===== config.mk =====
export PLATFORM = sky130hd
export DESIGN_NAME = bufgmux_sel_ctrl_flat
export DESIGN_NICKNAME = d
export VERILOG_FILES = /design/src/rtl/bufgmux_sel_ctrl_pkg.sv /design/src/rtl/bufgmux_sel_ctrl_if.sv /design/src/rtl/bufgmux_sel_ctrl_seq_cnt.sv /design/src/rtl/bufgmux_sel_ctrl.sv /design/src/flat_wrapper.sv
export SDC_FILE = /design/constraint.sdc
export NUM_CORES = 1
export LEC_CHECK = 0
export ABC_AREA = 1
export ABC_CLOCK_PERIOD_IN_PS = 2400
export CAP_MARGIN = 20
export CELL_PAD_IN_SITES_DETAIL_PLACEMENT = 1
export CELL_PAD_IN_SITES_GLOBAL_PLACEMENT = 2
export CORE_MARGIN = 4
export CORE_UTILIZATION = 31
export CTS_BUF_LIST = sky130_fd_sc_hd__clkbuf_4 sky130_fd_sc_hd__clkbuf_8 sky130_fd_sc_hd__clkbuf_16
export CTS_CLUSTER_DIAMETER = 80
export DETAILED_ROUTE_END_ITERATION = 8
export GPL_TIMING_DRIVEN = 0
export PLACE_DENSITY = 0.88
export SYNTH_ARGS = -nofsm -noshare
export SYNTH_HDL_FRONTEND = slang
export SYNTH_SLANG_ARGS = --single-unit

===== constraint.sdc =====
create_clock -name CLK -period 2.4 [get_ports CLK]
set_clock_uncertainty 0.1 [all_clocks]
set_input_delay 0.48 -clock CLK [delete_from_list [all_inputs] [get_ports CLK]]
set_output_delay 0.48 -clock CLK [all_outputs]
set_load 0.01 [all_outputs]

===== src/rtl/bufgmux_sel_ctrl_pkg.sv =====
// Shared definitions for the clock-mux select sequencer: state encoding,
// counter width and parameter range check helper.
package bufgmux_ctrl_pkg;

  localparam int unsigned CNT_W = 8;

  typedef enum logic [1:0] {
    IDLE,
    QUIESCE,
    SETTLE
  } state_t;

  function automatic bit in_range_1_255(input int unsigned v);
    return (v >= 1) && (v <= 255);
  endfunction

endpackage


===== src/rtl/bufgmux_sel_ctrl_if.sv =====
// Request/quiesce handshake bundle between the select sequencer, its
// requester and the downstream logic it holds off.
interface bufgmux_sel_ctrl_if;

  logic REQ;
  logic REQ_SEL;
  logic HOLD_ACK;
  logic S;
  logic HOLD;
  logic BUSY;
  logic DONE;
  logic ERR;

  modport master (
    output REQ, REQ_SEL, HOLD_ACK,
    input  S, HOLD, BUSY, DONE, ERR
  );

  modport slave (
    input  REQ, REQ_SEL, HOLD_ACK,
    output S, HOLD, BUSY, DONE, ERR
  );

endinterface


===== src/rtl/bufgmux_sel_ctrl_seq_cnt.sv =====
// Synchronous-clear, enabled up-counter with a terminal-match flag against
// a programmable limit; shared by the timed states of the sequencer.
module bufgmux_seq_cnt
  import bufgmux_ctrl_pkg::*;
(
  input  logic             i_clk,
  input  logic             i_rst_n,
  input  logic             i_clr,
  input  logic             i_en,
  input  logic [CNT_W-1:0] i_limit,
  output logic             o_match
);

  logic [CNT_W-1:0] r_cnt;

  always_ff @(posedge i_clk) begin
    if (!i_rst_n || i_clr) begin
      r_cnt <= '0;
    end else if (i_en) begin
      r_cnt <= r_cnt + 1'b1;
    end
  end

  assign o_match = (r_cnt == i_limit);

endmodule


===== src/rtl/bufgmux_sel_ctrl.sv =====
// Select-line sequencer for a global clock mux: quiesce downstream, switch S,
// hold for a settle window, then release and pulse DONE.
module bufgmux_sel_ctrl
  import bufgmux_ctrl_pkg::*;
#(
  parameter bit          INIT_SEL      = 1'b0,
  parameter int unsigned SETTLE_CYCLES = 8,
  parameter int unsigned ACK_TIMEOUT   = 255
) (
  input  logic               CLK,
  input  logic               RST_N,
  bufgmux_sel_ctrl_if.slave  bus
);

  if (!in_range_1_255(SETTLE_CYCLES)) begin : g_bad_settle
    $error("SETTLE_CYCLES must be within 1..255");
  end
  if (!in_range_1_255(ACK_TIMEOUT)) begin : g_bad_timeout
    $error("ACK_TIMEOUT must be within 1..255");
  end

  localparam logic [CNT_W-1:0] SETTLE_LIM = CNT_W'(SETTLE_CYCLES - 1);
  localparam logic [CNT_W-1:0] ACK_LIM    = CNT_W'(ACK_TIMEOUT - 1);

  state_t r_state, w_state_nxt;
  logic   r_s, r_hold, r_busy, r_done, r_err, r_tgt;
  logic   w_s_nxt, w_hold_nxt, w_busy_nxt, w_done_nxt, w_err_nxt, w_tgt_nxt;
  logic   w_cnt_clr, w_cnt_en, w_cnt_match;
  logic [CNT_W-1:0] w_limit;

  assign w_limit = (r_state == SETTLE) ? SETTLE_LIM : ACK_LIM;

  bufgmux_seq_cnt u_cnt (
    .i_clk   (CLK),
    .i_rst_n (RST_N),
    .i_clr   (w_cnt_clr),
    .i_en    (w_cnt_en),
    .i_limit (w_limit),
    .o_match (w_cnt_match)
  );

  always_ff @(posedge CLK) begin
    if (!RST_N) begin
      r_state <= IDLE;
      r_s     <= INIT_SEL;
      r_hold  <= 1'b0;
      r_busy  <= 1'b0;
      r_done  <= 1'b0;
      r_err   <= 1'b0;
      r_tgt   <= INIT_SEL;
    end else begin
      r_state <= w_state_nxt;
      r_s     <= w_s_nxt;
      r_hold  <= w_hold_nxt;
      r_busy  <= w_busy_nxt;
      r_done  <= w_done_nxt;
      r_err   <= w_err_nxt;
      r_tgt   <= w_tgt_nxt;
    end
  end

  always_comb begin
    w_state_nxt = r_state;
    w_s_nxt     = r_s;
    w_hold_nxt  = r_hold;
    w_busy_nxt  = r_busy;
    w_done_nxt  = 1'b0;
    w_err_nxt   = r_err;
    w_tgt_nxt   = r_tgt;
    w_cnt_clr   = 1'b0;
    w_cnt_en    = 1'b0;

    unique case (r_state)
      IDLE: begin
        w_cnt_clr = 1'b1;
        if (bus.REQ) begin
          w_err_nxt = 1'b0;
          if (bus.REQ_SEL != r_s) begin
            w_state_nxt = QUIESCE;
            w_hold_nxt  = 1'b1;
            w_busy_nxt  = 1'b1;
            w_tgt_nxt   = bus.REQ_SEL;
          end else begin
            w_done_nxt  = 1'b1;
          end
        end
      end
      QUIESCE: begin
        // ack is checked before the timeout so a late ack still wins
        if (bus.HOLD_ACK) begin
          w_state_nxt = SETTLE;
          w_s_nxt     = r_tgt;
          w_cnt_clr   = 1'b1;
        end else if (w_cnt_match) begin
          w_state_nxt = IDLE;
          w_hold_nxt  = 1'b0;
          w_busy_nxt  = 1'b0;
          w_done_nxt  = 1'b1;
          w_err_nxt   = 1'b1;
          w_cnt_clr   = 1'b1;
        end else begin
          w_cnt_en    = 1'b1;
        end
      end
      SETTLE: begin
        if (w_cnt_match) begin
          w_state_nxt = IDLE;
          w_hold_nxt  = 1'b0;
          w_busy_nxt  = 1'b0;
          w_done_nxt  = 1'b1;
          w_cnt_clr   = 1'b1;
        end else begin
          w_cnt_en    = 1'b1;
        end
      end
      default: begin
        w_state_nxt = IDLE;
        w_cnt_clr   = 1'b1;
      end
    endcase
  end

  assign bus.S    = r_s;
  assign bus.HOLD = r_hold;
  assign bus.BUSY = r_busy;
  assign bus.DONE = r_done;
  assign bus.ERR  = r_err;

endmodule


===== src/flat_wrapper.sv =====
// flat-port wrapper written by rule: the top's interface ports become plain ports
module bufgmux_sel_ctrl_flat import bufgmux_ctrl_pkg::*;
#(
  parameter bit          INIT_SEL      = 1'b0,
  parameter int unsigned SETTLE_CYCLES = 8,
  parameter int unsigned ACK_TIMEOUT   = 255
)
  (CLK, RST_N, bus_REQ, bus_REQ_SEL, bus_HOLD_ACK, bus_S, bus_HOLD, bus_BUSY, bus_DONE, bus_ERR);
  bufgmux_sel_ctrl_if bus_i ();
  input  logic CLK;
  input  logic RST_N;
  input wire logic [$bits(bus_i.REQ)-1:0] bus_REQ;
  input wire logic [$bits(bus_i.REQ_SEL)-1:0] bus_REQ_SEL;
  input wire logic [$bits(bus_i.HOLD_ACK)-1:0] bus_HOLD_ACK;
  output wire logic [$bits(bus_i.S)-1:0] bus_S;
  output wire logic [$bits(bus_i.HOLD)-1:0] bus_HOLD;
  output wire logic [$bits(bus_i.BUSY)-1:0] bus_BUSY;
  output wire logic [$bits(bus_i.DONE)-1:0] bus_DONE;
  output wire logic [$bits(bus_i.ERR)-1:0] bus_ERR;
  assign bus_i.REQ = bus_REQ;
  assign bus_i.REQ_SEL = bus_REQ_SEL;
  assign bus_i.HOLD_ACK = bus_HOLD_ACK;
  assign bus_S = bus_i.S;
  assign bus_HOLD = bus_i.HOLD;
  assign bus_BUSY = bus_i.BUSY;
  assign bus_DONE = bus_i.DONE;
  assign bus_ERR = bus_i.ERR;
  bufgmux_sel_ctrl #(.INIT_SEL(INIT_SEL), .SETTLE_CYCLES(SETTLE_CYCLES), .ACK_TIMEOUT(ACK_TIMEOUT)) u_core (.CLK(CLK), .RST_N(RST_N), .bus(bus_i));
endmodule

==> metrics.txt, run 1 <==
ANT nets after route 0; Mapped Area 0.00102 sq mm; critical path launch point u_core.bus.BUSY; Achievable Freq 527 MHz; 1st-pass router iterations 4; I/O pin total 10; Post-CTS Resized 0; EDFF count, synth 0; Initial Util 0.329; worst-path fanout max 3; clk_lat worst skew 0.30 ns; critical path's largest stage delay around 0.52 ns; drt total wl approximately 2700 um; most frequent cell after synthesis nand2_1; FFs w/ async S/R, synth 0; leakage just over 0.5 nW; Hold Path End u_core.bus.ERR; nature of the critical path startpoint flip-flop; Remaining DRCs 0; Final Instance Count excl. Fillers 205; Area contributors post-synth dfxtp_1 (29%), nand2_1 (14%), inv_1 (7.0%); postcts setup bufs 0; setup TNS 0 ns; sw frac 0.294; Clock transition at path regs roughly 0.1 ns; Slew @ Worst Pin about 0.52 ns; Max-cap violations 0; initial antenna violation count 0; Design Power 0.522 mW; Max Slew Vio Count 0; dpl cells between 200 and 250; share of cells above drive strength 1 0.130; cell taking the most area after synthesis dfxtp_1; n_diodes 0; H-tree levels 1; First DRT Iteration DRCs 50; clock net sink count 15; Buffers on Ports 8; Arrival @ worst endpoint 1.32 ns; vias in the first global route 1030; Flop pwr share 0.499; WS Path Type reg2out; Worst Path Buf+Inv 2; GRT Overall Usage 0.141; TritonCTS clock tree yes; slowest CP cell clkdlybuf4s50_1; sequence of cells on the critical path buf_4 > clkdlybuf4s50_1; RSZ-0062 raised after global routing no; Distinct cells, synth 27; Num CTS Buffers 3; Gate power share 0.173; routed len/inst around 13 um; flops & latches, synth 15; pre-CTS WS ~0.39 ns; Final Hold Fails 0; Worst slew margin 0.656; CTS Buffer Depth 2; switching power about 0.15 mW; vias post-DR between 1000 and 1500; largest net degree at the start of global routing 11; Setup WS post-layout between 0.5 and 0.6 ns; syn_area_per_cell 6.84 sq um; DP HPWL around 2100 um; crit end category output port; fin crit period approximately 1.9 ns; worst min path class reg2reg; Synth Instances 149; Final Cycle Share 0.791; internal power 0.368 mW; overflow left after global routing 0; Root Buffer Master clkbuf_4; Die Width around 65 um; row count 20; crit-path leading delay family buffers and inverters; GPL Wtd Cong around 0.75; final count of negative-setup-slack endpoints 0; FF-to-FF Start u_core.r_state[0]; power density cells between 400 and 500 mW/mm^2; Post-CTS Hold Fix Bufs 0; top cells by count, synth nand2_1 (39), inv_1 (19), dfxtp_1 (15); Ys Warns 0; Nets 172; share of the synthesized area in the top cell type 0.294; Max rail drop VDD between 200 and 250 uV; capturing point of the worst reg2reg path u_core.r_state[0]; die span in y between 60 and 70 um; vias per cell a little under 5; Synth Net Count 159; R2R depth 11; status finished, final reports clean; Main synth FF type dfxtp_1; DIE AREA between 0.004 and 0.005 sq mm; Area Overhead vs Synth 16.2%; post-synthesis sequential area ratio 0.294; first-pass GRT wire length approximately 4700 um; core region area 0.00310 sq mm; clock power share 0.327; Cells on Worst Hold Path 2; hold_sp u_core.bus.ERR; flop-to-flop setup slack roughly 0.52 ns; Worst Path Required around 1.8 ns
[worst max-delay path by stage]
| stage | to | slack, ns | depth (start not counted) |
|---|---|---|---|
| final | bus_HOLD | 0.50 | 2 |
| after global placement | u_core.bus.BUSY | 0.40 | 10 |
| after detailed placement | u_core.bus.BUSY | 0.39 | 10 |
| after CTS | bus_HOLD | 0.49 | 2 |
| after global routing | u_core.r_state[0] | 0.34 | 11 |
| after floorplan | u_core.r_state[0] | 0.76 | 11 |
[routing by layer]
metal	vias to the layer above	wire length [um]	GRT usage
met5	-	0	0
met4	0	44	0.0544
met3	5	56	0.0205
met2	10	1270	0.238
met1	488	1360	0.180
li1	507	-	-
[layout by cell type, fill, tap and decap left out, drive strengths merged]
| master | netlist | routed |
|---|---|---|
| nand3b | 1 | 1 |
| nand2 | 42 | 42 |
| clkinv | 1 | 1 |
| xnor2 | 1 | 1 |
| a21oi | 15 | 15 |
| inv | 20 | 20 |
| ha | 5 | 5 |
| nor2 | 11 | 11 |
| clkdlybuf4s50 | 0 | 8 |
| xor2 | 2 | 2 |
| nand3 | 14 | 14 |
| o2111ai | 1 | 1 |
| dfxtp | 15 | 15 |
| o21ai | 5 | 5 |
| buf | 5 | 5 |
| clkbuf | 1 | 5 |
| nand4 | 10 | 10 |
[cell type report]
| class | count | area (sq um) |
|---|---|---|
| Multi-Input combinational cell | 107 | 593 |
| Buffer | 6 | 46.3 |
| Fill cell | 419 | 1920 |
| Clock buffer | 4 | 30.0 |
| Timing Repair Buffer | 8 | 80.1 |
| Inverter | 21 | 80.1 |
| Tap cell | 44 | 55.1 |
| Sequential cell | 15 | 300 |
[power by group through the flow]
stage	clock network (mW)	registers (mW)	logic (mW)
after global routing	0.187	0.262	0.101
final	0.171	0.261	0.0904
after floorplan	0	0.268	0.0553
after CTS	0.173	0.261	0.0911
after global placement	0	0.266	0.0884
after detailed placement	0	0.267	0.0908
[worst register-to-register path, stage by stage, from the launching register on]
cell,delay [ns]
dfxtp_1,0.39
inv_1,0.08
ha_1,0.26
inv_1,0.13
nand3_1,0.11
a21oi_2,0.22
nand2_4,0.12
buf_6,0.17
nand3_2,0.05
nand2_1,0.05
nand3_1,0.06
nand2_1,0.05
[cell families after synthesis]
logic type | after synthesis | share of synthesized area
DFF | 15 | 0.294
xor gates and xnor gates | 3 | 0.0258
buffers and inverters | 27 | 0.124
AOI/OAI and AO/OA | 21 | 0.125
adders and majority gates | 5 | 0.0613
and+or+nand+nor | 78 | 0.369
[sequential cells by signal (all words and copies together), names as in the netlist]
register and cells:
u_core.bus.S 1, u_core.r_tgt 1, u_core.bus.DONE 1, u_core.u_cnt.r_cnt 8, u_core.r_state 2, u_core.bus.BUSY 1, u_core.bus.ERR 1
[per-stage QoR]
stage | hold slack [ns] | instance area [sq um] | util
2_1_floorplan | 0.343 | 1020 | -
3_3_place_gp | 0.358 | 1150 | 0.372
3_5_place_dp | 0.362 | 1150 | 0.372
4_1_cts | 0.379 | 1180 | 0.382
5_1_grt | 0.414 | 1180 | 0.382
6_report | 0.378 | 1180 | 0.382
(Power assumes the default switching activity.)
==> inputs of run 2 (changes only) <==
Settings changed: ABC_CLOCK_PERIOD_IN_PS 2400 to 1800.
Clock period 2.4 ns to 1.8 ns, I/O delays scaled along.
==> run 2 against run 1 <==
  * Core utilization rose by 2.4 points
  * Critical path type unchanged
  * Die area did not move
  * Sequential power rose by 34%
==> metrics.txt, run 2 (synthesis results as in run 1) <==
Largest Register u_core.u_cnt.r_cnt; drt total wl 2900 um (+6.5%); Num CTS Buffers 3 (unchanged); n_diodes 0 (unchanged); Worst Path Required 1.34 ns (-0.48 ns); sw frac 0.297 (+0.00280); Remaining DRCs 0 (unchanged); Post-CTS Hold Fix Bufs 0 (unchanged); sequence of cells on the critical path buf_4 > clkdlybuf4s50_1; Initial Util 0.329 (unchanged); First DRT Iteration DRCs 53 (+6.0%); hold_sp RST_N; internal power 0.493 mW (+34%); largest net degree at the start of global routing 11 (unchanged); final count of negative-setup-slack endpoints 0 (unchanged); Buffers on Ports 8 (unchanged); WHS 0.287 ns (-0.0910 ns); Arrival @ worst endpoint 1.27 ns (-0.05 ns); row count 20 (unchanged); Die Width 65.4 um (unchanged); nature of the critical path startpoint flip-flop; flop-to-flop setup slack 0.11 ns (-0.41 ns); Max Slew Vio Count 0 (unchanged); ANT nets after route 0 (unchanged); Area Overhead vs Synth 23.6%; clk_lat worst skew 0.30 ns (about the same); most frequent cells in the layout nand2_1 (39), inv_1 (17), a21oi_1 (13); setup TNS 0 ns (unchanged); critical path's largest stage delay 0.52 ns (about the same); power density cells 557 mW/mm^2 (+26%); Achievable Freq approximately 580 MHz; Nets 175 (+1.7%); switching power 0.208 mW (+36%); first-pass GRT wire length 4750 um (+1.0%); max reg flops 8 (unchanged); WS Path Type reg2out; Finished Core Util 0.406 (+0.0242); capturing point of the worst reg2reg path u_core.u_cnt.r_cnt[7]; GRT Overall Usage 0.142 (+0.00107); Max rail drop VDD 288 uV (+35%); Worst slew margin 0.804 (+0.147); largest registers u_core.u_cnt.r_cnt (8), u_core.r_state (2); Slew @ Worst Pin 0.294 ns (-0.222 ns); worst-path fanout max 3 (unchanged); initial antenna violation count 0 (unchanged); DIE AREA 0.00427 sq mm (unchanged); Clock transition at path regs 0.10 ns (about the same); slowest CP cell clkdlybuf4s50_1; leakage 0.541 nW (+7.1%); Root Buffer Master clkbuf_4; Fillers 414 (-1.2%); pre-CTS WS -0.0950 ns (-0.480 ns); Max-cap violations 0 (unchanged); worst min path class in2reg; die span in y 65.4 um (unchanged); H-tree levels 1 (unchanged); Gate power share 0.178 (+0.005); Flop pwr share 0.497 (-0.002); Final Hold Fails 0 (unchanged); Hold Path End u_core.bus.ERR; vias in the first global route 1040 (+0.97%); R2R depth 8 (-3); share of cells above drive strength 1 0.201 (+0.0708); vias per cell 4.99 (+1.2%); TritonCTS clock tree yes; GPL Wtd Cong 0.754 (unchanged); Setup WS post-layout 0.0690 ns (-0.432 ns); clock net sink count 15 (unchanged); Cells on Worst Hold Path 3 (+1); status finished, final reports clean; clock power share 0.325 (-0.002); DP HPWL 2080 um (unchanged); overflow left after global routing 0 (unchanged); CTS Buffer Depth 2 (unchanged); FF-to-FF Start u_core.r_state[0]; Reg area 307 sq um (+2.1%); Multi-input gate area 614 sq um (+3.6%); RSZ-0062 raised after global routing no; crit end category output port; routed len/inst 13.9 um (+4.9%); vias post-DR 1037 (+2.7%); fin crit period approximately 1.7 ns; Final Cycle Share 0.962; 1st-pass router iterations 4 (unchanged); commonest non-fill, non-tap cell in the layout nand2_1; core region area 0.00310 sq mm (unchanged); I/O pin total 10 (unchanged)
-- run 2: cell count changes in the layout (fill, tap and decap cells not counted), sizes merged --
cell    previous run  this run
clkbuf             5         6
buf                5         7
-- run 2: worst max-delay path by stage --
stage,endpoint,from,depth (start not counted),slack (ns)
after CTS,u_core.r_state[0],u_core.r_state[0],11,0.002
after floorplan,u_core.r_state[0],u_core.r_state[0],11,0.16
after global routing,u_core.u_cnt.r_cnt[5],u_core.r_state[0],8,0.006
final,bus_HOLD,u_core.bus.BUSY,2,0.07
after global placement,u_core.bus.BUSY,bus_REQ_SEL,10,-0.08
after detailed placement,u_core.bus.BUSY,bus_REQ_SEL,10,-0.09
-- run 2: metal layers --
layer | wire [um] | share of wire | up-vias | GRT usage
li1 | - | - | 516 | -
met1 | 1400 | 0.48 | 505 | 0.182
met2 | 1410 | 0.48 | 12 | 0.239
met3 | 63 | 0.022 | 4 | 0.0205
met4 | 29 | 0.010 | 0 | 0.0544
met5 | 0 | 0 | - | 0
-- run 2: repair_timing --
action                     in CTS  in global routing
cloned                          0                  1
pin swaps                       2                  2
resized for setup               3                 10
setup buffers                   1                  1
setup endpoints to repair      10                 13
-- run 2: power groups by stage --
stage               clock [mW]  sequential, mW  combinational, mW
finish                   0.228           0.349              0.125
global route             0.249           0.350              0.138
CTS                      0.230           0.348              0.122
floorplan                    0           0.357             0.0738
detailed placement           0           0.355              0.121
global placement             0           0.355              0.118
-- run 2: worst max-delay path, delay by kind of cell, from the launching register on --
family	cells	cell delay, ns
DFF	1	0.36
buffers and inverters	2	0.62
-- run 2: layout make-up --
cell class,count,area share
inverters,21,0.0655
plain buffers,6,0.0407
repair buffers,11,0.0953
multi-input cells,107,0.488
clock buffers,4,0.0238
flip-flops and latches,15,0.243
well taps,44,0.0437
-- run 2: per-stage QoR --
step                      total power [mW]  instance area [sq um]  cells
final                                0.701                   1260    208
after global routing                 0.738                   1260    208
after CTS                            0.701                   1200    206
after detailed placement             0.476                   1150    201
after global placement               0.473                   1150    201
after floorplan                      0.431                   1020    149
==> inputs of run 3 (changes only) <==
Settings changed: CORE_ASPECT_RATIO from default to 0.9.
==> run 3 against run 2 <==
  * Sequential power is essentially flat
  * Non-clock buffer count down 1
  * Count of clock-buffer cells in the layout unchanged
  * Combinational power barely moved
  * Core utilization decreased by 0.63 points
  * Design area down 1.2%
  * Die area about the same
  * Final cell count fell by 1.4%
  * Critical path depth stayed put
  * Critical path type unchanged
  * Critical endpoint unchanged
  * Largest cell class unchanged
==> metrics.txt, run 3 (synthesis results as in run 1) <==
Die Width 68.5 um (+4.7%); worst-path fanout max 3 (unchanged); Nets 174 (-0.57%); crit end category output port; Max-cap violations 0 (unchanged); row count 19 (-5.0%); initial antenna violation count 0 (unchanged); slowest CP cell clkdlybuf4s50_1; critical path launch point u_core.bus.BUSY; GRT Overall Usage 0.148 (+0.00625); n_diodes 0 (unchanged); Achievable Freq 583 MHz (+0.88%); I/O pin total 10 (unchanged); vias per cell 4.86 (-2.5%); Slew @ Worst Pin 0.268 ns (-0.0260 ns); Final Cycle Share 0.953 (-0.00842); ANT nets after route 0 (unchanged); critical path's largest stage delay 0.52 ns (about the same); First DRT Iteration DRCs 32 (-40%); final count of negative-setup-slack endpoints 0 (unchanged); Fillers 393 (-5.1%); overflow left after global routing 0 (unchanged); R2R depth 11 (+3); RSZ-0062 raised after global routing no; WS Path Type reg2out; flop-to-flop setup slack 0.12 ns (about the same); Max Slew Vio Count 0 (unchanged); DP HPWL 2100 um (+0.69%); FF-to-FF Start u_core.r_state[0]; first-pass GRT wire length 4910 um (+3.5%); capturing point of the worst reg2reg path u_core.r_state[0]; vias in the first global route 1093 (+5.1%); routed len/inst 12.9 um (-7.5%); power density cells 615 mW/mm^2 (+11%); sequence of cells on the critical path buf_4 > clkdlybuf4s50_1; Finished Core Util 0.400 (-0.00629); largest registers u_core.u_cnt.r_cnt (8), u_core.r_state (2); vias post-DR 996 (-4.0%); Worst slew margin 0.821 (+0.0174); share of cells above drive strength 1 0.184 (-0.0172); Clock transition at path regs 0.06 ns (-0.04 ns); Remaining DRCs 0 (unchanged); commonest non-fill, non-tap cell in the layout nand2_1; worst min path class in2reg; Largest Register u_core.u_cnt.r_cnt; fin crit period 1.72 ns (-0.0152 ns); H-tree levels 1 (unchanged); status finished, final reports clean; clk_lat worst skew 0.25 ns (-0.05 ns); Arrival @ worst endpoint 1.26 ns (about the same); Root Buffer Master clkbuf_8; dpl cells 199 (-1.0%); nature of the critical path startpoint flip-flop; Num CTS Buffers 3 (unchanged); Buffers on Ports 8 (unchanged); GPL Wtd Cong 0.737 (-2.2%); fin area 0.00124 sq mm (-1.2%); clock net sink count 15 (unchanged); Placement Cell Area 0.00115 sq mm (-0.22%); Worst Path Required 1.34 ns (about the same); Final Instance Count excl. Fillers 205 (-1.4%); most frequent cells in the layout nand2_1 (39), inv_1 (18), a21oi_1 (13), dfxtp_1 (13), nand3_1 (11); leakage 0.534 nW (-1.4%); largest net degree at the start of global routing 11 (unchanged); 1st-pass router iterations 4 (unchanged); die span in y 62.4 um (-4.5%); drt total wl 2640 um (-8.9%); Max rail drop VDD 429 uV (+49%); Area Overhead vs Synth 22.1%; max reg flops 8 (unchanged); DIE AREA 0.00427 sq mm (about the same); Design Power 0.766 mW (+9.2%); Final Hold Fails 0 (unchanged); CTS Buffer Depth 2 (unchanged); Critical path destination bus_HOLD; Cells on Worst Hold Path 3 (unchanged); TritonCTS clock tree yes; core region area 0.00311 sq mm (+0.36%); Initial Util 0.327 (-0.00119)
[run 3: timing repair]
| action | 4_1_cts | 5_1_grt |
|---|---|---|
| setup buffers | 1 | 1 |
| endpoints found under the setup margin | 10 | 11 |
| hold buffers | 0 | 0 |
| pin swaps | 1 | 2 |
| resized for setup | 2 | 8 |
[run 3: metrics by stage]
stage,setup TNS (ns),hold WS [ns],worst slack [ns]
finish,0,0.332,0.0842
global route,0,0.353,0.00179
CTS,0,0.334,0.00356
detailed placement,-0.350,0.362,-0.139
global placement,-0.107,0.359,-0.0963
floorplan,0,0.343,0.162
[run 3: power breakdown]
| group | internal, mW | switching (mW) | total [mW] |
|---|---|---|---|
| clock | 0.172 | 0.122 | 0.294 |
| combinational | 0.0506 | 0.0737 | 0.124 |
| sequential | 0.341 | 0.00713 | 0.348 |
[run 3: worst max-delay path, delay by kind of cell, from the launching register on]
| family | cells | cell delay, ns |
|---|---|---|
| buf+inv | 2 | 0.64 |
| flops | 1 | 0.36 |
[run 3: worst min-delay path by stage]
stage | startpoint | endpoint | slack, ns
2_1_floorplan | u_core.r_tgt | u_core.r_tgt | 0.34
3_3_place_gp | u_core.bus.ERR | u_core.bus.ERR | 0.36
3_5_place_dp | u_core.bus.ERR | u_core.bus.ERR | 0.36
4_1_cts | RST_N | u_core.bus.ERR | 0.33
5_1_grt | RST_N | u_core.bus.ERR | 0.35
6_report | RST_N | u_core.bus.ERR | 0.33
[run 3: area by class of cell]
type	count	area, sq um	area share
Tap cell	42	52.6	0.0422
Sequential cell	15	305	0.245
Buffer	6	51.3	0.0412
Multi-Input combinational cell	107	612	0.491
Clock buffer	4	48.8	0.0392
Inverter	21	80.1	0.0643
Timing Repair Buffer	10	95.1	0.0764
[run 3: layer usage]
metal | vias up | wire (um) | track usage
li1 | 512 | - | -
met1 | 468 | 1280 | 0.190
met2 | 12 | 1250 | 0.238
met3 | 4 | 74 | 0.0378
met4 | 0 | 37 | 0.0447
met5 | - | 0 | 0
